**src/rtl/player_input_ctrl.sv**
```systemverilog
// Direction-input front end: debounced switches merged with PS2-held keys,
// plus a per-player latched movement direction for the processor.

module player_dir_lane #(
    parameter int STICKY = 1
) (
    input  logic       clock,
    input  logic       reset,
    input  logic [3:0] held,
    output logic [1:0] code,
    output logic       valid,
    output logic       change
);
    logic [3:0] held_prev_d, held_prev_q, rise;
    logic [1:0] code_d, code_q;
    logic       valid_d, valid_q, change_d, change_q;

    // Priority up > right > down > left.
    function automatic logic [1:0] lowest(input logic [3:0] v);
        if (v[0])      lowest = 2'd0;
        else if (v[1]) lowest = 2'd1;
        else if (v[2]) lowest = 2'd2;
        else           lowest = 2'd3;
    endfunction

    always_comb begin
        held_prev_d = held;
        rise        = held & ~held_prev_q;
        code_d      = code_q;
        valid_d     = valid_q;
        if (rise != 4'b0) begin
            code_d  = lowest(rise);
            valid_d = 1'b1;
        end else if (!held[code_q]) begin
            if (held != 4'b0) code_d = lowest(held);
            else if (STICKY == 0) valid_d = 1'b0;
        end
        change_d = (code_d != code_q) || (valid_d && !valid_q);
    end

    always_ff @(posedge clock or posedge reset) begin
        if (reset) begin
            held_prev_q <= '0;
            code_q      <= '0;
            valid_q     <= 1'b0;
            change_q    <= 1'b0;
        end else begin
            held_prev_q <= held_prev_d;
            code_q      <= code_d;
            valid_q     <= valid_d;
            change_q    <= change_d;
        end
    end

    assign code   = code_q;
    assign valid  = valid_q;
    assign change = change_q;
endmodule

module player_input_ctrl #(
    parameter int NUM_PLAYERS     = 2,
    parameter int DEBOUNCE_CYCLES = 500000,
    parameter int CNT_W           = 20,
    parameter int STICKY          = 1
) (
    input  logic                     clock,
    input  logic                     reset,
    input  logic [4*NUM_PLAYERS-1:0] sw,
    input  logic                     ps2_key_pressed,
    input  logic [7:0]               ps2_key_data,
    output logic [4*NUM_PLAYERS-1:0] dir_held,
    output logic [2*NUM_PLAYERS-1:0] dir_code,
    output logic [NUM_PLAYERS-1:0]   dir_valid,
    output logic [NUM_PLAYERS-1:0]   dir_change
);
    localparam int NB = 4 * NUM_PLAYERS;
    localparam logic [CNT_W-1:0] CNT_LAST = CNT_W'(DEBOUNCE_CYCLES - 1);
    localparam logic [7:0] KEY_MASK = (NUM_PLAYERS >= 2) ? 8'hFF : 8'h0F;

    typedef enum logic [1:0] {PS2_IDLE, PS2_EXT, PS2_BRK, PS2_EXT_BRK} ps2_state_e;

    logic [NB-1:0]            sync1_d, sync1_q, sync2_d, sync2_q;
    logic [NB-1:0]            stable_d, stable_q;
    logic [NB-1:0][CNT_W-1:0] cnt_d, cnt_q;
    logic [NB-1:0]            key_vec, dir_held_d, dir_held_q;
    logic [7:0]               keys_d, keys_q;
    ps2_state_e               state_d, state_q;

    function automatic logic [3:0] p0_map(input logic [7:0] b);
        case (b)
            8'h1D:   p0_map = 4'b0001;
            8'h23:   p0_map = 4'b0010;
            8'h1B:   p0_map = 4'b0100;
            8'h1C:   p0_map = 4'b1000;
            default: p0_map = 4'b0000;
        endcase
    endfunction

    function automatic logic [3:0] p1_map(input logic [7:0] b);
        case (b)
            8'h75:   p1_map = 4'b0001;
            8'h74:   p1_map = 4'b0010;
            8'h72:   p1_map = 4'b0100;
            8'h6B:   p1_map = 4'b1000;
            default: p1_map = 4'b0000;
        endcase
    endfunction

    // Counter only runs while the synchronized input disagrees with the accepted value.
    always_comb begin
        sync1_d  = sw;
        sync2_d  = sync1_q;
        stable_d = stable_q;
        cnt_d    = cnt_q;
        for (int b = 0; b < NB; b++) begin
            if (sync2_q[b] == stable_q[b]) begin
                cnt_d[b] = '0;
            end else if (cnt_q[b] == CNT_LAST) begin
                stable_d[b] = sync2_q[b];
                cnt_d[b]    = '0;
            end else begin
                cnt_d[b] = cnt_q[b] + 1'b1;
            end
        end
    end

    always_comb begin
        state_d = state_q;
        keys_d  = keys_q;
        if (ps2_key_pressed) begin
            state_d = PS2_IDLE;
            case (state_q)
                PS2_IDLE: begin
                    if (ps2_key_data == 8'hE0)      state_d = PS2_EXT;
                    else if (ps2_key_data == 8'hF0) state_d = PS2_BRK;
                    else keys_d[3:0] = keys_q[3:0] | p0_map(ps2_key_data);
                end
                PS2_EXT: begin
                    if (ps2_key_data == 8'hF0) state_d = PS2_EXT_BRK;
                    else keys_d[7:4] = keys_q[7:4] | p1_map(ps2_key_data);
                end
                PS2_BRK:     keys_d[3:0] = keys_q[3:0] & ~p0_map(ps2_key_data);
                PS2_EXT_BRK: keys_d[7:4] = keys_q[7:4] & ~p1_map(ps2_key_data);
                default:     state_d = PS2_IDLE;
            endcase
            keys_d = keys_d & KEY_MASK;
        end
    end

    for (genvar b = 0; b < NB; b++) begin : g_key
        if (b < 8) begin : g_on
            assign key_vec[b] = keys_q[b];
        end else begin : g_off
            assign key_vec[b] = 1'b0;
        end
    end

    always_comb dir_held_d = stable_q | key_vec;

    always_ff @(posedge clock or posedge reset) begin
        if (reset) begin
            sync1_q    <= '0;
            sync2_q    <= '0;
            stable_q   <= '0;
            cnt_q      <= '0;
            keys_q     <= '0;
            state_q    <= PS2_IDLE;
            dir_held_q <= '0;
        end else begin
            sync1_q    <= sync1_d;
            sync2_q    <= sync2_d;
            stable_q   <= stable_d;
            cnt_q      <= cnt_d;
            keys_q     <= keys_d;
            state_q    <= state_d;
            dir_held_q <= dir_held_d;
        end
    end

    assign dir_held = dir_held_q;

    for (genvar p = 0; p < NUM_PLAYERS; p++) begin : g_lane
        player_dir_lane #(.STICKY(STICKY)) u_lane (
            .clock  (clock),
            .reset  (reset),
            .held   (dir_held_q[4*p +: 4]),
            .code   (dir_code[2*p +: 2]),
            .valid  (dir_valid[p]),
            .change (dir_change[p])
        );
    end
endmodule

```
**config.mk**
```make
export PLATFORM = sky130hd
export DESIGN_NAME = player_input_ctrl
export DESIGN_NICKNAME = d
export VERILOG_FILES = /design/src/rtl/player_input_ctrl.sv
export SDC_FILE = /design/constraint.sdc
export NUM_CORES = 1
export LEC_CHECK = 0
export BUFFER_PORTS_ARGS = -buffer_cell sky130_fd_sc_hd__buf_2
export CORE_AREA = 10 10 147 149
export CTS_CLUSTER_DIAMETER = 150
export CTS_CLUSTER_SIZE = 40
export DETAILED_ROUTE_END_ITERATION = 7
export DIE_AREA = 0 0 157 159
export HOLD_SLACK_MARGIN = 0.15
export PLACE_DENSITY = 0.71
export SYNTH_ARGS = -nofsm -noshare
export SYNTH_HDL_FRONTEND = slang
export SYNTH_SLANG_ARGS = --single-unit
```
**constraint.sdc**
```tcl
create_clock -name clock -period 6.2 [get_ports clock]
set_clock_uncertainty 0.2 [all_clocks]
set_input_delay 0.31 -clock clock [delete_from_list [all_inputs] [get_ports clock]]
set_output_delay 0.31 -clock clock [all_outputs]
set_load 0.03 [all_outputs]
```
# After elaboration in Yosys (flattened, before gate mapping)
# Index checks and enable logic that the tools add are counted.
[word_totals]
register_bits = 218
input_bits = 19
out_inout_bits = 16
wordCells = 178
[op_classes]
n_addsub = 8
order_cmp = 2
n_eq_ne = 34
mux = 62
n_bitwise = 19
n_reduce_logical = 23
[ops]
columns = ["cell", "n"]
rows = [
  ["2-to-1 mux 20 bit", 16],
  ["adder 20 x 1 -> 20 bit, second input constant", 8],
  ["== test 20 x 19 -> 1 bit, second input constant", 8],
  ["2-to-1 mux 4 bit", 14],
  ["2-to-1 mux 2 bit", 17],
  ["== test 8 x 7 -> 1 bit, second input constant", 4],
  ["one-hot mux 4 bit (4 select lines)", 2],
  ["== test 8 x 5 -> 1 bit, second input constant", 3],
  ["bitwise AND 4 bit", 4],
  ["== test 8 bit, second input constant", 2],
  ["NOT 4 bit", 4],
  ["one-hot mux 4 bit (2 select lines)", 2],
  ["AND reduction 2 bit", 8],
  ["nonzero test 4 bit", 4],
  ["== test 1 bit", 8],
  ["== test 8 x 6 -> 1 bit, second input constant", 1],
  ["2-to-1 mux 1 bit", 8],
  ["NOT 1 bit", 8],
  ["OR 4 bit", 2],
  ["OR 8 bit", 1],
  ["< comparator 2 x 3 -> 1 bit, second input constant", 2],
  ["inequality test 2 bit, second input constant", 3],
  ["binary-select mux 1 bit (select 2 bit)", 2],
  ["== test 2 bit, second input constant", 2],
  ["10 further kinds", 15],
]

# Longest topological paths before layout
# Gate-level depths: netlist of the first run.
[depth]
ltp_word = 10
depth_mapped = 7
depth_no_buf = 6

# Cells and area by module
# From an unflattened synthesis of the first run, not the netlist that was laid out.
[hier_totals]
cells_unflattened = 1009
hier_area_um2 = 10279.9
[by_module_without_submodules]
columns = ["module", "n_inst", "cells_each", "area_each_um2", "seq_area_each_um2"]
rows = [
  ["player_input_ctrl", 1, 945, 9509.1, 5054.8],
  ["player_dir_lane", 2, 32, 385.4, 200.2],
]

# Worst setup path before layout of the first run
# Ideal clock, no wire load.
[synth_path]
path_kind = "register to register"
from = "reg cnt_q[70] in the netlist's numbering"
to = "reg cnt_q[72] in the netlist's numbering"
setup_time_ns = 0.119
t_arrival_ns = 1.638
t_required_ns = 5.881
path_slack_ns = 4.244
path_stages_with_launch = 7
n_path_buf = 2
synth_period_minus_slack_ns = 1.956
cell_sequence = "dfrtp_1 > or4b_1 > nor4_2 > or2_1 > buf_6 > buf_12 > nor2_1"
[synth_rtl]
columns = ["element", "line_no", "rtl"]
rows = [
  ["start: declaration", "84", "logic [NB-1:0][CNT_W-1:0] cnt_d, cnt_q;"],
  ["start signal: assignment", "173", "cnt_q <= cnt_d;"],
]

==> impl_metrics.toml, run 1 <==
[outcome]
status = "finished clean"

[global_route]
gr-total-overflow = 0
grt_pass1_wl_mm = 31.4
first_global_vias = 6784
grt_antenna_before_repair = 0
grt_usage_pct = 14.5
grt_start_max_net_pins = 161

[routing]
dr_total_vias = 6720
post_drt_wl_per_cell_microns = 14.0
finalWirelength_mm = 17.6
drt_iter0_drc = 383
vias_per_cell = 5.32
drt_drc_violations_left = 0
first_pass_iters = 4
drtAntennaViolNets = 0

[placed_design]
dp_hpwl_mm = 12.0
gp_congestion = 0.815
dpl_cell_area_sq_mm = 0.0104
io_buffer_count = 34
dp.cells = 1230

[worst_setup_path]
path_class = "reg2reg"
required_ns = 6.33
crit_arrival_ns = 2.43
startpoint_type = "flop"
crit_chain = "or4b_1 > nor4_2 > or2_1 > nor2_1"
critPathLaunch = "cnt_q[70]$_DFF_PP0_"
critical_path_buf_inv_count = 0
r2r_start = "cnt_q[70]$_DFF_PP0_"
slowest_stage = "or2_1"
crit_fanout = 19
critPathTopFamily = "simple AND/OR/NAND/NOR gates"
cp-end-kind = "flop"
crit_path_max_incr_delay_ns = 0.56

[yosys]
synth-seq-cells = 218
async_reset_ff_share_pct = 100
ys_types = 54
synth-xor-area-share_pct = 13.0
seq_area_frac_synth_pct = 54.4
synth_edf_count = 0
synthMuxAreaShare_pct = 1.63
yosysTopAreaCellShare_pct = 54.4
synth-compound-area-share_pct = 2.63
syn_area_per_cell_sq_um = 10.2
synthSimpleGateAreaFrac_pct = 24.7
syn_area_sq_mm = 0.0100
synth_ff_type = "dfrtp_1"
synthTopCellsByArea = "dfrtp_1, nor2_1, xor2_1, xnor2_1, nand3_1"
syn-num-nets = 1008
synth_top_family_by_area = "simple AND/OR/NAND/NOR gates"
syn_inst = 981
synth_commonest_cells = "dfrtp_1, nor2_1, xor2_1, nand3_1, nand2_1"
yosys.area.top_type = "dfrtp_1"
yosysMostFrequentCell = "dfrtp_1"
ys_warn_count = 0
synth_fa_ha_area_share_pct = 0.998

[sta]
hold_viol = 0
hold-worst-slack_ns = 0.165
tightest_slew_ns = 0.878
setup_viol = 0
maxSlewViolCount = 0
timing.setup.tns_ns = 0
fin_crit_sh_pct = 37.0
max_slew_margin_pct = 41.5
fmax_ghz = 0.436
fin_crit_ns = 2.29
rsz0062_at_grt = "false"

[cells_and_area]
multi_input_area_sq_mm = 0.00431
stdcell_count = 1262
seq_area_sq_mm = 0.00546
n_antenna_cell = 0
num-fill-cells = 1577
final_area_sq_mm = 0.0108
final_nets = 1056
syn_to_final_growth_pct = 8.12
drive_gt1_share_pct = 8.46

[clock_network]
numCtsBuffers = 9
cts.clk_slew.worst_paths_ns = 0.13
post_cts_buffers = 0
tritoncts = "done"
root_buffer = "clkbuf_16"
clock_latency_ns = 0.47
clock-sinks = 218
cts-resized-gates = 0
htreeDepth = 1
clock_path_buffers = 3

[hold_path]
min_from = "sync1_q[2]$_DFF_PP0_"
hp-class = "reg2reg"

[pwr]
p_leak_uw = 0.00469
p_total_uw = 2380
peakVddDrop_mv = 0.167
power_density_mw_per_mm2 = 220

[die]
initial_core_util_pct = 54.0
die_w_microns = 157
core_area_sq_mm = 0.0186
fp.dieH_microns = 159
rows = 50
io_pins = 35
die-area_sq_mm = 0.0250

[job]
drv_cap = 0
-- power by group --
| group | internal (uW) | switching (uW) | total (uW) |
|---|---|---|---|
| Clock | 275 | 418 | 693 |
| Sequential | 1460 | 38.7 | 1500 |
| Combinational | 72.1 | 121 | 193 |
-- final cells by class --
class                           instances  area share (%)
Sequential cell                       218            50.3
Tap cell                              234            2.70
Clock inverter                          1           0.277
Timing Repair Buffer                   58            3.85
Clock buffer                            9            2.08
Inverter                               29            1.04
Multi-Input combinational cell        713            39.8
-- repair_timing --
item	4_1_cts	5_1_grt
hold buffers	22	0
endpoints found under the setup margin	0	0
endpoints found under the hold margin	177	0
-- metal layers --
metal / track usage [%] / vias up / wire length [microns]
met3: 2.27 / 16 / 559
met5: 0 / - / 0
met1: 20.2 / 3249 / 8540
met4: 3.09 / 0 / 233
met2: 23.5 / 67 / 8300
li1: - / 3388 / -
-- flip-flops by register name (all words and copies together), names as in the netlist, named ones only --
signal / count
cnt_q: 160
dir_held: 8
g_lane.u_lane.held_prev_q: 8
stable_q: 8
sync1_q: 8
sync2_q: 8
g_lane.u_lane.code: 4
g_lane.u_lane.change: 2
g_lane.u_lane.valid: 2
state_q: 2
-- worst reg2reg max path: stages (launching register included) --
cell and delay (ns):
dfrtp_1 0.43, or4b_1 0.54, nor4_2 0.31, or2_1 0.56, nor2_1 0.12
-- cell usage in the layout, fill, tap and decap left out, types with 6 or more instances in the layout --
cell and count:
buf_2 34, nor4b_1 7, nand3_1 74, inv_1 28, or2_2 15, nand4b_1 6, nor2_1 198, nand4_1 29
and3_1 17, a21oi_1 10, nor3_1 25, xor2_1 84, nand2_1 67, ha_1 8, nand2b_1 7, or3_1 6
o21ai_0 11, and2_1 6, xnor2_1 65, mux2_2 11, dlygate4sd3_1 22, clkbuf_16 9, nor4_1 15, dfrtp_1 218
-- worst paths after layout --
check | endpoint | cells after the start | slack, ns
hold / removal | sync2_q[2]$_DFF_PP0_ | 0 | 0.17
setup reg to reg | cnt_q[75]$_DFF_PP0_ | 4 | 3.91
max in group asynchronous | cnt_q[22]$_DFF_PP0_ | 5 | 4.05
setup / recovery | cnt_q[75]$_DFF_PP0_ | 4 | 3.91
hold reg to reg | sync2_q[2]$_DFF_PP0_ | 0 | 0.17
min in group asynchronous | cnt_q[100]$_DFF_PP0_ | 4 | 0.35
-- cell families (layout without fill, tap and decap cells) --
| group | after synthesis | after routing |
|---|---|---|
| adders and majority gates | 8 | 8 |
| DFF | 218 | 218 |
| buffers and inverters | 50 | 97 |
| AOI/OAI and AO/OA | 39 | 39 |
| muxes | 15 | 15 |
| xor gates and xnor gates | 149 | 149 |
| and+or+nand+nor | 502 | 502 |
-- through the flow --
stage	util [%]	setup slack, ns
after floorplan	-	2.85
after global placement	55.8	3.97
after detailed placement	55.8	3.91
after CTS	58.4	3.90
after global routing	58.4	3.69
final	58.4	3.91
No activity file was read; power rests on OpenSTA's default activity.
==> run 2: changes to the inputs <==
- ABC_AREA: unset -> 1
- CORE_AREA: 10 10 147 149 -> 10 10 154 156
- DIE_AREA: 0 0 157 159 -> 0 0 164 166
- PLACE_DENSITY: 0.71 -> 0.72
- clock period: 6.2 -> 1.9 ns (I/O delays scaled with it)
==> impl_metrics.toml, run 2 <==
[outcome]
status = "finished clean"

[routing]
drt_drc_violations_left = 0
drtAntennaViolNets = 0
post_drt_wl_per_cell_microns = 13.4
drt_iter0_drc = 679
vias_per_cell = 5.25
finalWirelength_mm = 23.5
first_pass_iters = 5
dr_total_vias = 9214

[sta]
setup_ws_ns = 0.0613
timing.setup.tns_ns = 0
hold_viol = 0
tightest_slew_ns = 0.579
rsz0062_at_grt = "true"
max_slew_margin_pct = 61.3
fin_crit_sh_pct = 96.8
maxSlewViolCount = 0
fmax_ghz = 0.544
fin_crit_ns = 1.84
setup_viol = 0

[yosys]
yosysTopAreaCellShare_pct = 48.7
yosysMostFrequentCell = "nand2_1"
syn_area_per_cell_sq_um = 8.19
synth-seq-cells = 218
yosys.area.top_type = "dfrtp_1"
ys_types = 45
seq_area_frac_synth_pct = 48.7
synth_edf_count = 0
syn-num-nets = 1395
synth_commonest_cells = "nand2_1, nor2_1, dfrtp_1, inv_1, nand3_1"
async_reset_ff_share_pct = 100
synthTopCellsByArea = "dfrtp_1, nand2_1, nor2_1, inv_1, xor2_1"
ys_warn_count = 0
synth_ff_type = "dfrtp_1"
syn_area_sq_mm = 0.0112
syn_inst = 1368

[clock_network]
tritoncts = "done"
clock_latency_ns = 0.47
htreeDepth = 1
numCtsBuffers = 9
cts.clk_slew.worst_paths_ns = 0.13
clock-sinks = 218
root_buffer = "clkbuf_16"
clock_path_buffers = 3

[placed_design]
gp_congestion = 0.943
dp_hpwl_mm = 17.3
io_buffer_count = 34
dp.cells = 1701
dp_slack_ns = 0.0302

[worst_setup_path]
crit_path_max_incr_delay_ns = 0.61
slowest_stage = "dlygate4sd3_1"
cp_common_cell = "nand2_1"
r2r-end = "cnt_q[158]$_DFF_PP0_"
path_class = "in2reg"
crit_chain = "dlygate4sd3_1 > buf_2 > nor2_1 > dlygate4sd3_1 > nand2_1 > nor3_1 > nand2_1 > nand2_1 > o21ai_0"
crit_fanout = 3
required_ns = 2.06
r2r_start = "cnt_q[140]$_DFF_PP0_"
r2r_cells = 7
critical_path_buf_inv_count = 3
r2r_setup_slack_ns = 0.11
cp-end-kind = "flop"
crit_arrival_ns = 2.00
startpoint_type = "primary input"
critPathTopFamily = "buffers and inverters"

[cells_and_area]
top_register = "cnt_q"
layout_commonest_cell = "nand2_1"
final_nets = 1507
stdcell_count = 1754
n_antenna_cell = 0
drive_gt1_share_pct = 13.6
final_util_pct = 62.0
num-fill-cells = 1799
syn_to_final_growth_pct = 14.6
largest_reg_flops = 160
final_cell_mix = "nand2_1, nor2_1, dfrtp_1, inv_1, nand3_1"

[die]
die_w_microns = 164
fp.dieH_microns = 166
die-area_sq_mm = 0.0272
rows = 53
initial_core_util_pct = 54.1
core_area_sq_mm = 0.0207
io_pins = 35

[hold_path]
min_from = "sync1_q[4]$_DFF_PP0_"
hp-class = "reg2reg"
min_delay_path_depth = 0
min_to = "sync2_q[4]$_DFF_PP0_"

[global_route]
grt-busiest-layer = "met2"
grt_pass1_wl_mm = 40.4
grt_antenna_before_repair = 0
first_global_vias = 8756
use_met3_pct = 1.69
grt_usage_pct = 17.1
gr-total-overflow = 0
grt_start_max_net_pins = 53
grtUsageMet1_pct = 24.6
met2_usage_pct = 27.8

[pwr]
seqPwrFrac_pct = 59.3
power_density_mw_per_mm2 = 646
swShare_pct = 26.7
switchingPower_uw = 2220
p_total_uw = 8290
p_leak_uw = 0.00566
clockPowerShare_pct = 27.7
peakVddDrop_mv = 0.638
internal_power_uw = 6070
combinationalPowerShare_pct = 13.0

[job]
drv_cap = 0
==> run 2: power by group through the flow <==
stage	Combinational (uW)	Sequential, uW	Clock (uW)
6_report	1080	4920	2300
5_1_grt	1230	4950	2550
4_1_cts	1080	4920	2380
3_5_place_dp	1020	5000	0
3_3_place_gp	1010	5000	0
2_1_floorplan	660	5060	0
==> run 2: final cells by class <==
class | count | area, sq um | share of cell area (%)
Multi-Input combinational cell | 952 | 5130 | 40.0
Tap cell | 275 | 344 | 2.68
Timing Repair Buffer | 116 | 956 | 7.45
Sequential cell | 218 | 5460 | 42.5
Clock buffer | 9 | 225 | 1.75
Inverter | 183 | 691 | 5.38
Clock inverter | 1 | 30.0 | 0.234
==> run 2: routing by layer <==
layer / routed length (microns) / vias to the layer above
li1: - / 4657
met1: 11300 / 4347
met2: 11000 / 190
met3: 866 / 20
met4: 225 / 0
met5: 0 / -
==> run 2: worst register-to-register path, cell delays in order, from the launching register on <==
cell and delay [ns]:
dfrtp_1 0.38, ha_2 0.20, nand4_1 0.22, nor2_2 0.20, nand2_1 0.09, nor2_2 0.16
a21oi_1 0.09, nor3_1 0.18
==> run 2: through the flow <==
stage          area [sq um]  hold slack (ns)
2_1_floorplan         11200          -0.0736
3_3_place_gp          12000          -0.0134
3_5_place_dp          12000          -0.0145
4_1_cts               12600            0.172
5_1_grt               12800            0.179
6_report              12800            0.170
==> run 2: worst max path at each step <==
stage,start,to,slack [ns],cells past startpoint
floorplan,reset,asynchronous set/reset pin,-1.24,1
detailed placement,cnt_q[0]$_DFF_PP0_,cnt_q[18]$_DFF_PP0_,0.03,8
global route,cnt_q[141]$_DFF_PP0_,cnt_q[150]$_DFF_PP0_,-0.06,7
CTS,cnt_q[0]$_DFF_PP0_,cnt_q[18]$_DFF_PP0_,0.01,8
global placement,cnt_q[100]$_DFF_PP0_,cnt_q[112]$_DFF_PP0_,0.10,9
finish,ps2_key_data[4],flop,0.06,9
==> run 2: logic make-up (layout without fill, tap and decap cells) <==
kind of cell / count (synthesis) / count (layout) / synth area share [%]
multiplexers: 1 / 1 / 0.101
buffers and inverters: 198 / 309 / 6.90
AND/OR/NAND/NOR: 778 / 778 / 33.4
adder cells (fa/ha/maj): 8 / 8 / 0.894
flip-flops: 218 / 218 / 48.7
AO/OA/AOI/OAI: 97 / 97 / 4.69
XOR/XNOR: 68 / 68 / 5.32
==> run 2: timing repair <==
item,in CTS,in global routing
endpoints found under the hold margin,236,0
endpoints found under the setup margin,0,56
gates resized for setup,0,46
setup buffers,0,11
hold buffers,34,0
